==> src/rtl/trap_ctrl.sv <==
// -----------------------------------------------------------------------------
// trap_ctrl
//   Machine-mode trap entry / MRET sequencer for the exec stage of a
//   single-hart, M-mode-only core.
//
//   Flow:  IDLE -> DRAIN -> UPDATE -> [CHAIN] -> REDIRECT -> IDLE
//     IDLE     : arbitrate exception > enabled interrupt > MRET
//     DRAIN    : hold flush_req until the pipeline is empty
//     UPDATE   : one-cycle CSR strobe (trap_do_update or xret_do_update)
//     CHAIN    : one-cycle trap strobe for an interrupt that becomes
//                takeable as a consequence of the MRET just performed
//     REDIRECT : fetch redirect, valid/ready handshake
//
// Ports
//   clk, rst_n                  clock, asynchronous active-low reset
//   mstatus/mie/mip/mtvec/mepc  current CSR values
//   privilege_mode              current privilege level
//   exc_valid/cause/pc/tval     synchronous exception request (held to ack)
//   mret_valid                  MRET request (held to ack)
//   next_pc                     PC of the oldest unretired instr (intr mepc)
//   exc_ack                     one-cycle accept pulse for exc / MRET
//   flush_req, pipeline_empty   drain request / drain done
//   trap_*                      CSR trap-entry update strobe and values
//   xret_*                      CSR MRET update strobe and values
//   redirect_valid/pc/ready     fetch redirect handshake
// -----------------------------------------------------------------------------
module trap_ctrl #(
  parameter int XLEN              = 64,
  parameter int ALEN              = 64,
  parameter int INTR_LEN          = 64,
  parameter int PLATFORM_INTR_LEN = 48
) (
  input  logic                clk,
  input  logic                rst_n,
  input  logic [XLEN-1:0]     mstatus,
  input  logic [INTR_LEN-1:0] mie,
  input  logic [INTR_LEN-1:0] mip,
  input  logic [XLEN-1:0]     mtvec,
  input  logic [ALEN-1:0]     mepc,
  input  logic [1:0]          privilege_mode,
  input  logic                exc_valid,
  input  logic [3:0]          exc_cause,
  input  logic [ALEN-1:0]     exc_pc,
  input  logic [XLEN-1:0]     exc_tval,
  input  logic                mret_valid,
  input  logic [ALEN-1:0]     next_pc,
  output logic                exc_ack,
  output logic                flush_req,
  input  logic                pipeline_empty,
  output logic                trap_do_update,
  output logic [XLEN-1:0]     trap_mcause,
  output logic [ALEN-1:0]     trap_mepc,
  output logic [XLEN-1:0]     trap_mtval,
  output logic                xret_do_update,
  output logic                xret_completing,
  output logic [XLEN-1:0]     xret_new_mstatus,
  output logic [1:0]          xret_new_privilege_mode,
  output logic                redirect_valid,
  output logic [ALEN-1:0]     redirect_pc,
  input  logic                redirect_ready
);

  localparam int IDX_W     = $clog2(INTR_LEN);
  localparam int PLAT_LAST = 16 + PLATFORM_INTR_LEN - 1;

  localparam logic [2:0] S_IDLE     = 3'd0;
  localparam logic [2:0] S_DRAIN    = 3'd1;
  localparam logic [2:0] S_UPDATE   = 3'd2;
  localparam logic [2:0] S_CHAIN    = 3'd3;
  localparam logic [2:0] S_REDIRECT = 3'd4;

  logic [2:0]       r_state;
  logic             r_is_xret;
  logic             r_is_intr;
  logic [IDX_W-1:0] r_idx;
  logic [XLEN-1:0]  r_mcause;
  logic [ALEN-1:0]  r_mepc;
  logic [XLEN-1:0]  r_mtval;
  logic [ALEN-1:0]  r_redirect_pc;
  logic             r_exc_ack;

  logic [INTR_LEN-1:0] w_pend;
  logic                w_int_en;
  logic                w_intr_hit;
  logic [IDX_W-1:0]    w_intr_idx;
  logic [XLEN-1:0]     w_intr_mcause;
  logic [ALEN-1:0]     w_tvec_base;
  logic [ALEN-1:0]     w_intr_vec;
  logic [ALEN-1:0]     w_trap_vec;
  logic [XLEN-1:0]     w_mret_mstatus;
  logic                w_chain;
  logic                w_unused;

  assign w_pend   = mip & mie;
  assign w_int_en = mstatus[3] | (privilege_mode != 2'b11);

  // Priority: MEI(11) > MSI(3) > MTI(7) > platform lines, lowest index first.
  // The platform scan runs high-to-low so the lowest pending index is the
  // last writer; the three standard lines then override in reverse priority.
  always_comb begin
    w_intr_hit = 1'b0;
    w_intr_idx = '0;
    for (int i = PLAT_LAST; i >= 16; i--) begin
      if (w_pend[i]) begin
        w_intr_hit = 1'b1;
        w_intr_idx = IDX_W'(i);
      end
    end
    if (w_pend[7]) begin
      w_intr_hit = 1'b1;
      w_intr_idx = IDX_W'(7);
    end
    if (w_pend[3]) begin
      w_intr_hit = 1'b1;
      w_intr_idx = IDX_W'(3);
    end
    if (w_pend[11]) begin
      w_intr_hit = 1'b1;
      w_intr_idx = IDX_W'(11);
    end
  end

  assign w_intr_mcause = {1'b1, {(XLEN-1-IDX_W){1'b0}}, w_intr_idx};
  assign w_tvec_base   = {mtvec[ALEN-1:2], 2'b00};

  // Vector offset for a freshly arbitrated interrupt (used by the MRET chain).
  assign w_intr_vec = w_tvec_base +
                      (mtvec[0] ? {{(ALEN-IDX_W-2){1'b0}}, w_intr_idx, 2'b00} : '0);

  // Vector for the captured trap; only interrupts are vectored.
  assign w_trap_vec = w_tvec_base +
                      ((mtvec[0] && r_is_intr) ? {{(ALEN-IDX_W-2){1'b0}}, r_idx, 2'b00} : '0);

  always_comb begin
    w_mret_mstatus        = mstatus;
    w_mret_mstatus[3]     = mstatus[7];
    w_mret_mstatus[7]     = 1'b1;
    w_mret_mstatus[12:11] = 2'b11;
  end

  // After MRET the new MIE is the old MPIE; M-mode is the only mode so the
  // interrupt is takeable whenever that bit is set and something is pending.
  assign w_chain = mstatus[7] & w_intr_hit;

  assign w_unused = ^{mtvec[1], w_pend[15:12], w_pend[10:8], w_pend[6:4], w_pend[2:0]};

  always_ff @(posedge clk or negedge rst_n) begin
    if (!rst_n) begin
      r_state       <= S_IDLE;
      r_is_xret     <= 1'b0;
      r_is_intr     <= 1'b0;
      r_idx         <= '0;
      r_mcause      <= '0;
      r_mepc        <= '0;
      r_mtval       <= '0;
      r_redirect_pc <= '0;
      r_exc_ack     <= 1'b0;
    end else begin
      r_exc_ack <= 1'b0;
      case (r_state)
        S_IDLE: begin
          if (exc_valid) begin
            r_mcause  <= {{(XLEN-4){1'b0}}, exc_cause};
            r_mepc    <= exc_pc;
            r_mtval   <= exc_tval;
            r_is_intr <= 1'b0;
            r_is_xret <= 1'b0;
            r_exc_ack <= 1'b1;
            r_state   <= S_DRAIN;
          end else if (w_int_en && w_intr_hit) begin
            // Cause captured here, so a line dropping during DRAIN is still taken.
            r_mcause  <= w_intr_mcause;
            r_mepc    <= next_pc;
            r_mtval   <= '0;
            r_idx     <= w_intr_idx;
            r_is_intr <= 1'b1;
            r_is_xret <= 1'b0;
            r_state   <= S_DRAIN;
          end else if (mret_valid) begin
            r_is_intr <= 1'b0;
            r_is_xret <= 1'b1;
            r_exc_ack <= 1'b1;
            r_state   <= S_DRAIN;
          end
        end
        S_DRAIN: begin
          if (pipeline_empty) begin
            r_state <= S_UPDATE;
          end
        end
        S_UPDATE: begin
          if (r_is_xret) begin
            if (w_chain) begin
              // mepc keeps the value MRET returned to; trap values for CHAIN.
              r_mcause      <= w_intr_mcause;
              r_mepc        <= mepc;
              r_mtval       <= '0;
              r_idx         <= w_intr_idx;
              r_is_intr     <= 1'b1;
              r_redirect_pc <= w_intr_vec;
              r_state       <= S_CHAIN;
            end else begin
              r_redirect_pc <= mepc;
              r_state       <= S_REDIRECT;
            end
          end else begin
            r_redirect_pc <= w_trap_vec;
            r_state       <= S_REDIRECT;
          end
        end
        S_CHAIN: begin
          r_state <= S_REDIRECT;
        end
        S_REDIRECT: begin
          if (redirect_ready) begin
            r_state <= S_IDLE;
          end
        end
        default: begin
          r_state <= S_IDLE;
        end
      endcase
    end
  end

  // Strobes decode from the state register, so an async reset clears them
  // immediately and each lasts exactly the one cycle spent in its state.
  assign exc_ack         = r_exc_ack;
  assign flush_req       = (r_state != S_IDLE);
  assign trap_do_update  = ((r_state == S_UPDATE) && !r_is_xret) || (r_state == S_CHAIN);
  assign xret_do_update  = (r_state == S_UPDATE) && r_is_xret;
  assign xret_completing = (r_state == S_CHAIN);
  assign trap_mcause     = r_mcause;
  assign trap_mepc       = r_mepc;
  assign trap_mtval      = r_mtval;
  assign redirect_valid  = (r_state == S_REDIRECT);
  assign redirect_pc     = r_redirect_pc;

  assign xret_new_mstatus        = xret_do_update ? w_mret_mstatus : '0;
  assign xret_new_privilege_mode = xret_do_update ? mstatus[12:11] : 2'b00;

endmodule

==> config.mk <==
export PLATFORM = sky130hd
export DESIGN_NAME = trap_ctrl
export DESIGN_NICKNAME = d
export VERILOG_FILES = /design/src/rtl/trap_ctrl.sv
export SDC_FILE = /design/constraint.sdc
export NUM_CORES = 1
export LEC_CHECK = 0
export BUFFER_PORTS_ARGS = -buffer_cell sky130_fd_sc_hd__buf_2
export CAP_MARGIN = 20
export CORE_AREA = 2 2 336 338
export DETAILED_ROUTE_END_ITERATION = 7
export DIE_AREA = 0 0 338 340
export HOLD_SLACK_MARGIN = 0.03
export MAX_ROUTING_LAYER = met4
export SKIP_CTS_REPAIR_TIMING = 1
export SLEW_MARGIN = 20
export SYNTH_ARGS = -nofsm -noshare
export SYNTH_HDL_FRONTEND = slang
export SYNTH_SLANG_ARGS = --single-unit
==> constraint.sdc <==
create_clock -name clk -period 5.94 [get_ports clk]
set_input_delay 0.891 -clock clk [delete_from_list [all_inputs] [get_ports clk]]
set_output_delay 0.891 -clock clk [all_outputs]
set_load 0.1 [all_outputs]
==> metrics, run 1 <==
R2R Path Start=r_is_intr; Area contributors post-synth=dfrtp_1 (36%), nand2_1 (7.5%), mux2i_1 (4.9%); first-pass GRT wire length=132700 um; last element of the critical path=redirect_pc[27]; #FFs+latches synth=211; Tmin final=4943 ps; Worst EP required=6420 ps; Synth top area share=35.81%; DR vias/cell=4.179; post-synth cell types=74; Post-synth EDFFs=0; CTS Buf Count=31; Synth Cell Area=14750 sq um; Via Count=17.31k; row cnt=123; Critical Setup Path Class=in2reg; area leader, netlist=dfrtp_1; CTS root buf=clkbuf_16; R2R Setup Slk=2350 ps; final hold slack=188.7 ps; CORE AREA=111600 sq um; WL/cell=23.87 um; area delta synth->final=44.31%; Die ar.=114900 sq um; grt ovf=0; Worst Setup SP=mip[35]; Seq/Total Area, Yosys=35.81%; hold crit path type=in2async; worst-case reg-to-reg path depth=8; I/O Buffers=767; total power=12.61 mW; Synth Area per Inst=7.941 sq um; outcome=finished, final reports clean; Post-DRT Antenna Nets=0; crit start category=input port; I/O pin count=852; async set-reset flop share out of synthesis=100.0%; Initial Utilization=13.22%; layout cells sized above 1=34.07%; First-pass DRT Iterations=7; maximum clock rate=202.3 MHz; most instantiated library cell after synthesis=nand2_1; Die X=338 um; Synth Flop Type=dfrtp_1; Commonest cells post-synth=nand2_1 (293), dfrtp_1 (211), nor2_1 (149); initial antenna violation count=59; Clock transition at path regs=60 ps; largest net degree at the start of global routing=112; Synth Warn #=0; post-route clock period utilization=83.21%; Final GP Congestion=0.9061; Worst-Margin Slew=1134 ps; unrepaired setup endpoints after global routing=false; Finish-stage setup viols=0; vias in the first global route=16.37k; DR iter-0 viols=1347; VDD IR max=0.1770 mV; setup TNS=0 ps; Leak Pwr=10.19 nW; crit path capture type=flip-flop; final hold viol count=0; fin. max-slew vios=0; Worst Path Arrival=5430 ps; Sink Count=211; max_slew headroom=23.86%; worst setup margin=997.1 ps; DRT Wirelength=98880 um; # Max-Cap Violations=0; # nets final=3104; Syn Inst Count=1857; Power Density=592.6 nW/um^2; r2r endpoint=redirect_pc[47]; detailed placement HPWL=80810 um; Clock Path Buffers=3; Post-Place Setup Slack=560.3 ps; gr usage total=16.92%; Die Y=340 um; H-tree depth=1; Worst-Skew Late Latency=620 ps; Post-route DRC=0; Worst Path Max Fanout=6; clk_skew=19.38 ps; CTS tree=yes
report_power, final:
part	internal, mW	leakage [nW]	switching (mW)
clock	1.20	0.526	0.827
sequential	2.08	2.64	0.366
combinational	1.27	7.03	6.87
state kept, by name (all words and copies together) (netlist names):
name	cells
trap_mtval	64
r_is_xret	1
trap_mcause	7
trap_mepc	64
exc_ack	1
redirect_pc	64
r_state	3
r_idx	6
r_is_intr	1
worst min path at each step:
stage,from,to,slack [ps],cells after the start
finish,rst_n,trap_mtval[53],190,1
global route,rst_n,trap_mtval[48],190,1
CTS,rst_n,trap_mtval[44],160,1
detailed placement,r_idx[0],r_idx[0],460,2
global placement,trap_mtval[23],trap_mtval[23],460,2
floorplan,r_idx[0],r_idx[0],440,2
logic make-up after synthesis:
family / share of synthesized area (%)
AO/OA/AOI/OAI: 21.03
buffers and inverters: 7.271
AND/OR/NAND/NOR: 23.87
XOR/XNOR: 5.286
other: 0.02543
multiplexers: 5.422
flip-flops: 35.81
adder cells (fa/ha/maj): 1.290
routing by layer:
metal	share of wire (%)	vias to the layer above	track usage (%)
met5	0	-	-
met4	2.3	0	4.472
met3	12	105	6.934
met2	44	826	25.61
met1	41	8307	20.65
li1	-	8075	-
worst max-delay path: stages:
cell and delay [ps]:
buf_2 120, a22oi_1 350, o21ai_0 150, a2111oi_0 570
a21oi_1 170, a211oi_1 480, nor2b_1 170, ha_1 340
a211oi_1 90, o21ai_0 440, buf_4 230, nand2_1 360
buf_4 320, nor3_1 220, xnor2_1 150, a21oi_1 80
a221o_1 290
metrics by stage:
step / cells / instance area, sq um / utilization (%)
6_report: 4143 / 21280 / 19.07
5_1_grt: 4139 / 21270 / 19.06
4_1_cts: 4089 / 21150 / 18.95
3_5_place_dp: 4033 / 20060 / 17.98
3_3_place_gp: 4033 / 20060 / 17.98
2_1_floorplan: 1913 / 14960 / -
placed cells by master (no fill, tap or decap), types with 6 or more instances in the layout:
master / instances
xor2_1: 45
nor2b_1: 6
o211a_1: 6
nor2_1: 148
o22ai_1: 11
mux2i_1: 72
a21o_1: 8
dfrtp_1: 210
and3_1: 78
o221ai_1: 6
conb_1: 57
a32o_1: 6
nor3_1: 62
o21ai_1: 78
a211oi_1: 16
buf_2: 765
a22o_1: 16
clkbuf_8: 6
a221o_1: 16
nand4_1: 43
nor4_1: 20
o21ai_0: 141
ha_1: 12
a31oi_1: 8
xnor2_1: 44
or3_1: 9
diode_2: 54
nand2_1: 292
nand3_1: 43
a22oi_1: 37
a21oi_1: 106
and2_1: 11
clkbuf_16: 31
inv_1: 19
o21a_1: 9
buf_4: 38
o211ai_1: 7
cell type report:
type / count / area (sq um)
Antenna cell: 54 / 135.1
Timing Repair Buffer: 807 / 4189
Tap cell: 1500 / 1877
Inverter: 19 / 71.32
Clock inverter: 17 / 215.2
Clock buffer: 39 / 865.8
Sequential cell: 211 / 5284
Fill cell: 12650 / 90300
Multi-Input combinational cell: 1496 / 8643
Power figures use the tool's default switching activity.
==> run 2, diff against run 1 <==
- CORE_AREA: 2 2 336 338 -> 2 2 330 332
- DIE_AREA: 0 0 338 340 -> 0 0 332 334
- clock period: 5.94 -> 5.2 ns (I/O delays scaled with it)
==> run 2 against run 1 <==
Effect of this change: critical path depth is 1 higher; highest routed layer unchanged; sequential power is 15% higher; utilization is 0.55 points higher; global-route usage is 0.16 points higher; combinational power is 13% higher; wire length is 2.7% lower; non-clock buffer count is 4 higher.
==> metrics, run 2 (same netlist as run 1, synthesis figures left out) <==
outcome=finished, final reports clean (unchanged); R2R Setup Slk=1700 ps (was 2350 ps); Leak Pwr=10.20 nW (was 10.19 nW); FILL cells=12.17k (was 12.65k); DR iter-0 viols=1413 (was 1347); CORE AREA=107800 sq um (was 111600 sq um); I/O Buffers=767 (unchanged); VDD IR max=0.3164 mV (was 0.1770 mV); detailed placement HPWL=78800 um (was 80810 um); area delta synth->final=43.46% (was 44.31%); Worst-Skew Late Latency=610 ps (was 620 ps); commonest non-fill, non-tap cells in the layout=buf_2 (765), nand2_1 (292), dfrtp_1 (210) (unchanged); Power Density=675.5 nW/um^2 (was 592.6 nW/um^2); Final GP Congestion=0.9254 (was 0.9061); # Max-Cap Violations=0 (unchanged); DR vias/cell=4.262 (was 4.179); Post-route DRC=0 (unchanged); fin cells=4051 (was 4143); fin. max-slew vios=0 (unchanged); Util after Layout=19.63% (was 19.07%); I/O pin count=852 (unchanged); Tmin final=4263 ps; Die Y=334 um (was 340 um); largest net degree at the start of global routing=127 (was 112); WL/cell=23.74 um (was 23.87 um); CTS tree=yes (unchanged); Top Family by Delay on Critical Path=compound AO/OA/AOI/OAI gates (unchanged); grt ovf=0 (unchanged); layout cells sized above 1=33.93% (was 34.07%); CP Cell Sequence=buf_2, a22o_1, a211o_1, a211o_1, nand4_1, a21oi_1, a211oi_1, buf_4, nor2b_1, fa_1, a211oi_1, o21ai_1, buf_4, nand2_1, nor3_1, xnor2_1, a21oi_1, a221o_1 (was buf_2, a22oi_1, o21ai_0, a2111oi_0, a21oi_1, a211oi_1, nor2b_1, ha_1, a211oi_1, o21ai_0, buf_4, nand2_1, buf_4, nor3_1, xnor2_1, a21oi_1, a221o_1); most common cell after layout, fill and taps aside=buf_2 (unchanged); setup TNS=0 ps (unchanged); hold crit path type=in2async (unchanged); CTS Buf Count=31 (unchanged); Worst Path Arrival=4750 ps (was 5430 ps); Initial Utilization=13.68% (was 13.22%); DRT Wirelength=96160 um (was 98880 um); total power=14.29 mW (was 12.61 mW); R2R Path Start=r_is_intr (unchanged); CP peak stage delay=460 ps (was 570 ps); Worst Path Max Fanout=8 (was 6); # nets final=3108 (was 3104); Finished Cell Area=21160 sq um (was 21280 sq um); Die ar.=110900 sq um (was 114900 sq um); Worst-Margin Slew=984.6 ps (was 1134 ps); Clock transition at path regs=60 ps (about the same); vias in the first global route=16.26k (was 16.37k); Post-Place Setup Slack=296.6 ps (was 560.3 ps); Post-DRT Antenna Nets=0 (unchanged); final hold slack=172.2 ps (was 188.7 ps); placed inst area=20000 sq um (was 20060 sq um); max_slew headroom=34.36% (was 23.86%); clk_skew=9.168 ps (was 19.38 ps); worst-case reg-to-reg path depth=8 (unchanged); post-route clock period utilization=81.99%; first-pass GRT wire length=130900 um (was 132700 um); unrepaired setup endpoints after global routing=false (unchanged); H-tree depth=1 (unchanged); crit path capture type=flip-flop (unchanged); CTS root buf=clkbuf_16 (unchanged); Via Count=17.27k (was 17.31k); slowest cell on the critical path=fa_1 (was a2111oi_0); Critical Setup Path Class=in2reg (unchanged); final hold viol count=0 (unchanged); Finish-stage setup viols=0 (unchanged); row cnt=121 (was 123); worst setup margin=936.5 ps (was 997.1 ps); crit start category=input port (unchanged); Clock Path Buffers=3 (unchanged); Worst Path Buf+Inv=3 (unchanged); placed cell count=3951 (was 4033); Die X=332 um (was 338 um); r2r endpoint=redirect_pc[47] (unchanged); Sink Count=211 (unchanged); Worst EP required=5690 ps (was 6420 ps); maximum clock rate=234.6 MHz; gr usage total=17.08% (was 16.92%); initial antenna violation count=54 (was 59); First-pass DRT Iterations=5 (was 7)
==> run 2: worst max-delay path by stage <==
stage | start | to | slack [ps] | cells after the start
global placement | mie[61] | redirect_pc[39] | 360 | 18
CTS | mip[31] | redirect_pc[39] | 950 | 16
finish | mip[55] | redirect_pc[50] | 940 | 18
floorplan | mip[31] | redirect_pc[38] | 1230 | 13
global route | mip[35] | redirect_pc[52] | 660 | 17
detailed placement | mip[31] | redirect_pc[39] | 300 | 16
==> run 2: power breakdown <==
| group | internal (mW) | switching [mW] |
|---|---|---|
| combinational | 1.45 | 7.78 |
| sequential | 2.37 | 0.433 |
| clock | 1.36 | 0.896 |
==> run 2: layout make-up <==
cell class                      count  area, sq um  share of cell area, %
Antenna cell                       46        115.1                 0.5441
Clock buffer                       41        833.3                  3.939
Clock inverter                     13        205.2                 0.9700
Inverter                           19        71.32                 0.3371
Multi-Input combinational cell   1496         8646                  40.87
Sequential cell                   211         5284                  24.98
Tap cell                         1414         1769                  8.363
Timing Repair Buffer              811         4232                  20.00
==> run 2: worst reg2reg max path: stages, from the launching register on <==
cell and delay (ps):
dfrtp_1 440, and3_1 190, ha_1 340, o21ai_0 160, o21ai_1 490, nand3_1 740
nor4_1 580, xor2_1 120, a221o_1 330
==> run 2: metal layers <==
metal	track usage, %	vias to the layer above	wire length, um
met5	-	-	0
met4	3.985	0	2270
met3	6.825	113	11450
met2	25.25	841	41500
met1	21.68	8231	40940
li1	-	8082	-
==> run 3, diff against run 2 <==
- clock period: 5.2 -> 4.3 ns (I/O delays scaled with it)
==> run 3 against run 2 <==
Effect of this change: via count rose by 2.6%; non-clock buffer count rose by 80; clock skew rose by 5.1 ps; power rose by 23%; global-route usage rose by 0.059 points; worst hold slack got worse by 110 ps; design area rose by 4.0%; die area did not move; sequential share of layout area fell by 0.95 points; combinational power rose by 22%; wire length rose by 0.88%; highest routed layer unchanged.
==> metrics, run 3 (same netlist as run 1, synthesis figures left out) <==
outcome=finished, final reports clean (unchanged); Worst EP required=4760 ps (was 5690 ps); vias in the first global route=16.68k (was 16.26k); Worst Setup SP=mip[59] (was mip[55]); DR vias/cell=4.280 (was 4.262); gr usage total=17.14% (was 17.08%); r2r endpoint=redirect_pc[56] (was redirect_pc[47]); hold crit path type=in2async (unchanged); unrepaired setup endpoints after global routing=false (unchanged); Post-DRT Antenna Nets=0 (unchanged); CTS root buf=clkbuf_16 (unchanged); WL/cell=23.44 um (was 23.74 um); CTS tree=yes (unchanged); layout cells sized above 1=36.04% (was 33.93%); total power=17.62 mW (was 14.29 mW); DRT Wirelength=97010 um (was 96160 um); FILL cells=12.18k (was 12.17k); Die ar.=110900 sq um (unchanged); Finish-stage setup viols=0 (unchanged); Final GP Congestion=0.9274 (was 0.9254); most common cell after layout, fill and taps aside=buf_2 (unchanged); Power Density=801.1 nW/um^2 (was 675.5 nW/um^2); DR iter-0 viols=1634 (was 1413); commonest non-fill, non-tap cells in the layout=buf_2 (761), nand2_1 (292), dfrtp_1 (210) (was buf_2 (765), nand2_1 (292), dfrtp_1 (210)); fin. max-slew vios=0 (unchanged); Worst Path Max Fanout=6 (was 8); R2R Path Start=r_is_intr (unchanged); Sink Count=211 (unchanged); Die X=332 um (unchanged); Leak Pwr=10.66 nW (was 10.20 nW); maximum clock rate=251.0 MHz; Post-route DRC=0 (unchanged); worst-case reg-to-reg path depth=11 (was 8); Tmin final=3984 ps; H-tree depth=1 (unchanged); initial antenna violation count=71 (was 54); area delta synth->final=49.13% (was 43.46%); R2R Setup Slk=960 ps (was 1700 ps); final hold slack=62.14 ps (was 172.2 ps); post-route clock period utilization=92.64%; VDD IR max=0.3190 mV (was 0.3164 mV); First-pass DRT Iterations=7 (was 5); CORE AREA=107800 sq um (unchanged); final hold viol count=0 (unchanged); detailed placement HPWL=80190 um (was 78800 um); Via Count=17.71k (was 17.27k); Clock Path Buffers=3 (unchanged); Initial Utilization=13.68% (unchanged); I/O Buffers=767 (unchanged); CTS Buf Count=30 (was 31); largest net degree at the start of global routing=102 (was 127); grt ovf=0 (unchanged); crit start category=input port (unchanged); Critical Setup Path Class=in2reg (unchanged); Util after Layout=20.40% (was 19.63%); max_slew headroom=32.95% (was 34.36%); Die Y=334 um (unchanged); Worst Path Arrival=4440 ps (was 4750 ps); Worst-Skew Late Latency=610 ps (about the same); # Max-Cap Violations=0 (unchanged); row cnt=121 (unchanged); crit path capture type=flip-flop (unchanged); clk_skew=14.32 ps (was 9.168 ps); first-pass GRT wire length=131300 um (was 130900 um); Clock transition at path regs=80 ps (was 60 ps); Worst-Margin Slew=1006 ps (was 984.6 ps); # nets final=3187 (was 3108); last element of the critical path=redirect_pc[45] (was redirect_pc[50]); I/O pin count=852 (unchanged)
[run 3: worst min-delay path by stage]
stage          slack (ps)  depth (start not counted)             end
2_1_floorplan         350                          0         exc_ack
3_3_place_gp          460                          2   trap_mtval[4]
3_5_place_dp          460                          2  trap_mtval[43]
4_1_cts               100                          1  trap_mtval[50]
5_1_grt               120                          1  trap_mtval[57]
6_report               60                          1  trap_mtval[57]
[run 3: power by group]
part / switching [mW] / internal [mW]
Combinational: 9.46 / 1.88
Clock: 1.17 / 1.71
Sequential: 0.538 / 2.86
[run 3: per-stage QoR]
| stage | setup TNS, ps | setup slack, ps | cell area [sq um] | cells |
|---|---|---|---|---|
| 6_report | 0 | 316.3 | 21990 | 4139 |
| 4_1_cts | 0 | 173.0 | 21860 | 4086 |
| 3_5_place_dp | -9536 | -499.3 | 20760 | 4031 |
| 5_1_grt | 0 | 27.55 | 21970 | 4132 |
| 2_1_floorplan | 0 | 465.2 | 14960 | 1913 |
| 3_3_place_gp | -10420 | -493.7 | 20760 | 4031 |
[run 3: layout make-up]
cell class                      count  area [sq um]  area share [%]
Multi-Input combinational cell   1496          8632           39.25
Sequential cell                   211          5284           24.03
Timing Repair Buffer              891          5005           22.76
Tap cell                         1414          1769           8.045
Clock buffer                       35         800.8           3.641
Clock inverter                     20         297.8           1.354
Antenna cell                       53         132.6          0.6031
Inverter                           19         71.32          0.3243
[run 3: critical path: stages]
cell	delay (ps)
buf_2	110
a22o_1	260
a211oi_1	260
o21ai_0	120
buf_4	150
a31oi_1	180
o211ai_1	120
a21oi_1	340
and2_1	200
ha_1	210
o21ai_0	140
o21ai_1	280
buf_4	180
buf_4	110
nand4_1	190
buf_4	280
nor4_1	260
xor2_1	110
a22oi_1	160
o21ai_0	120
[run 3: per-layer routing]
metal,up-vias,track usage (%),part of all wire (%)
li1,8252,-,-
met1,8447,20.91,42
met2,896,26.18,44
met3,119,7.434,12
met4,0,3.472,2.2
met5,-,-,0
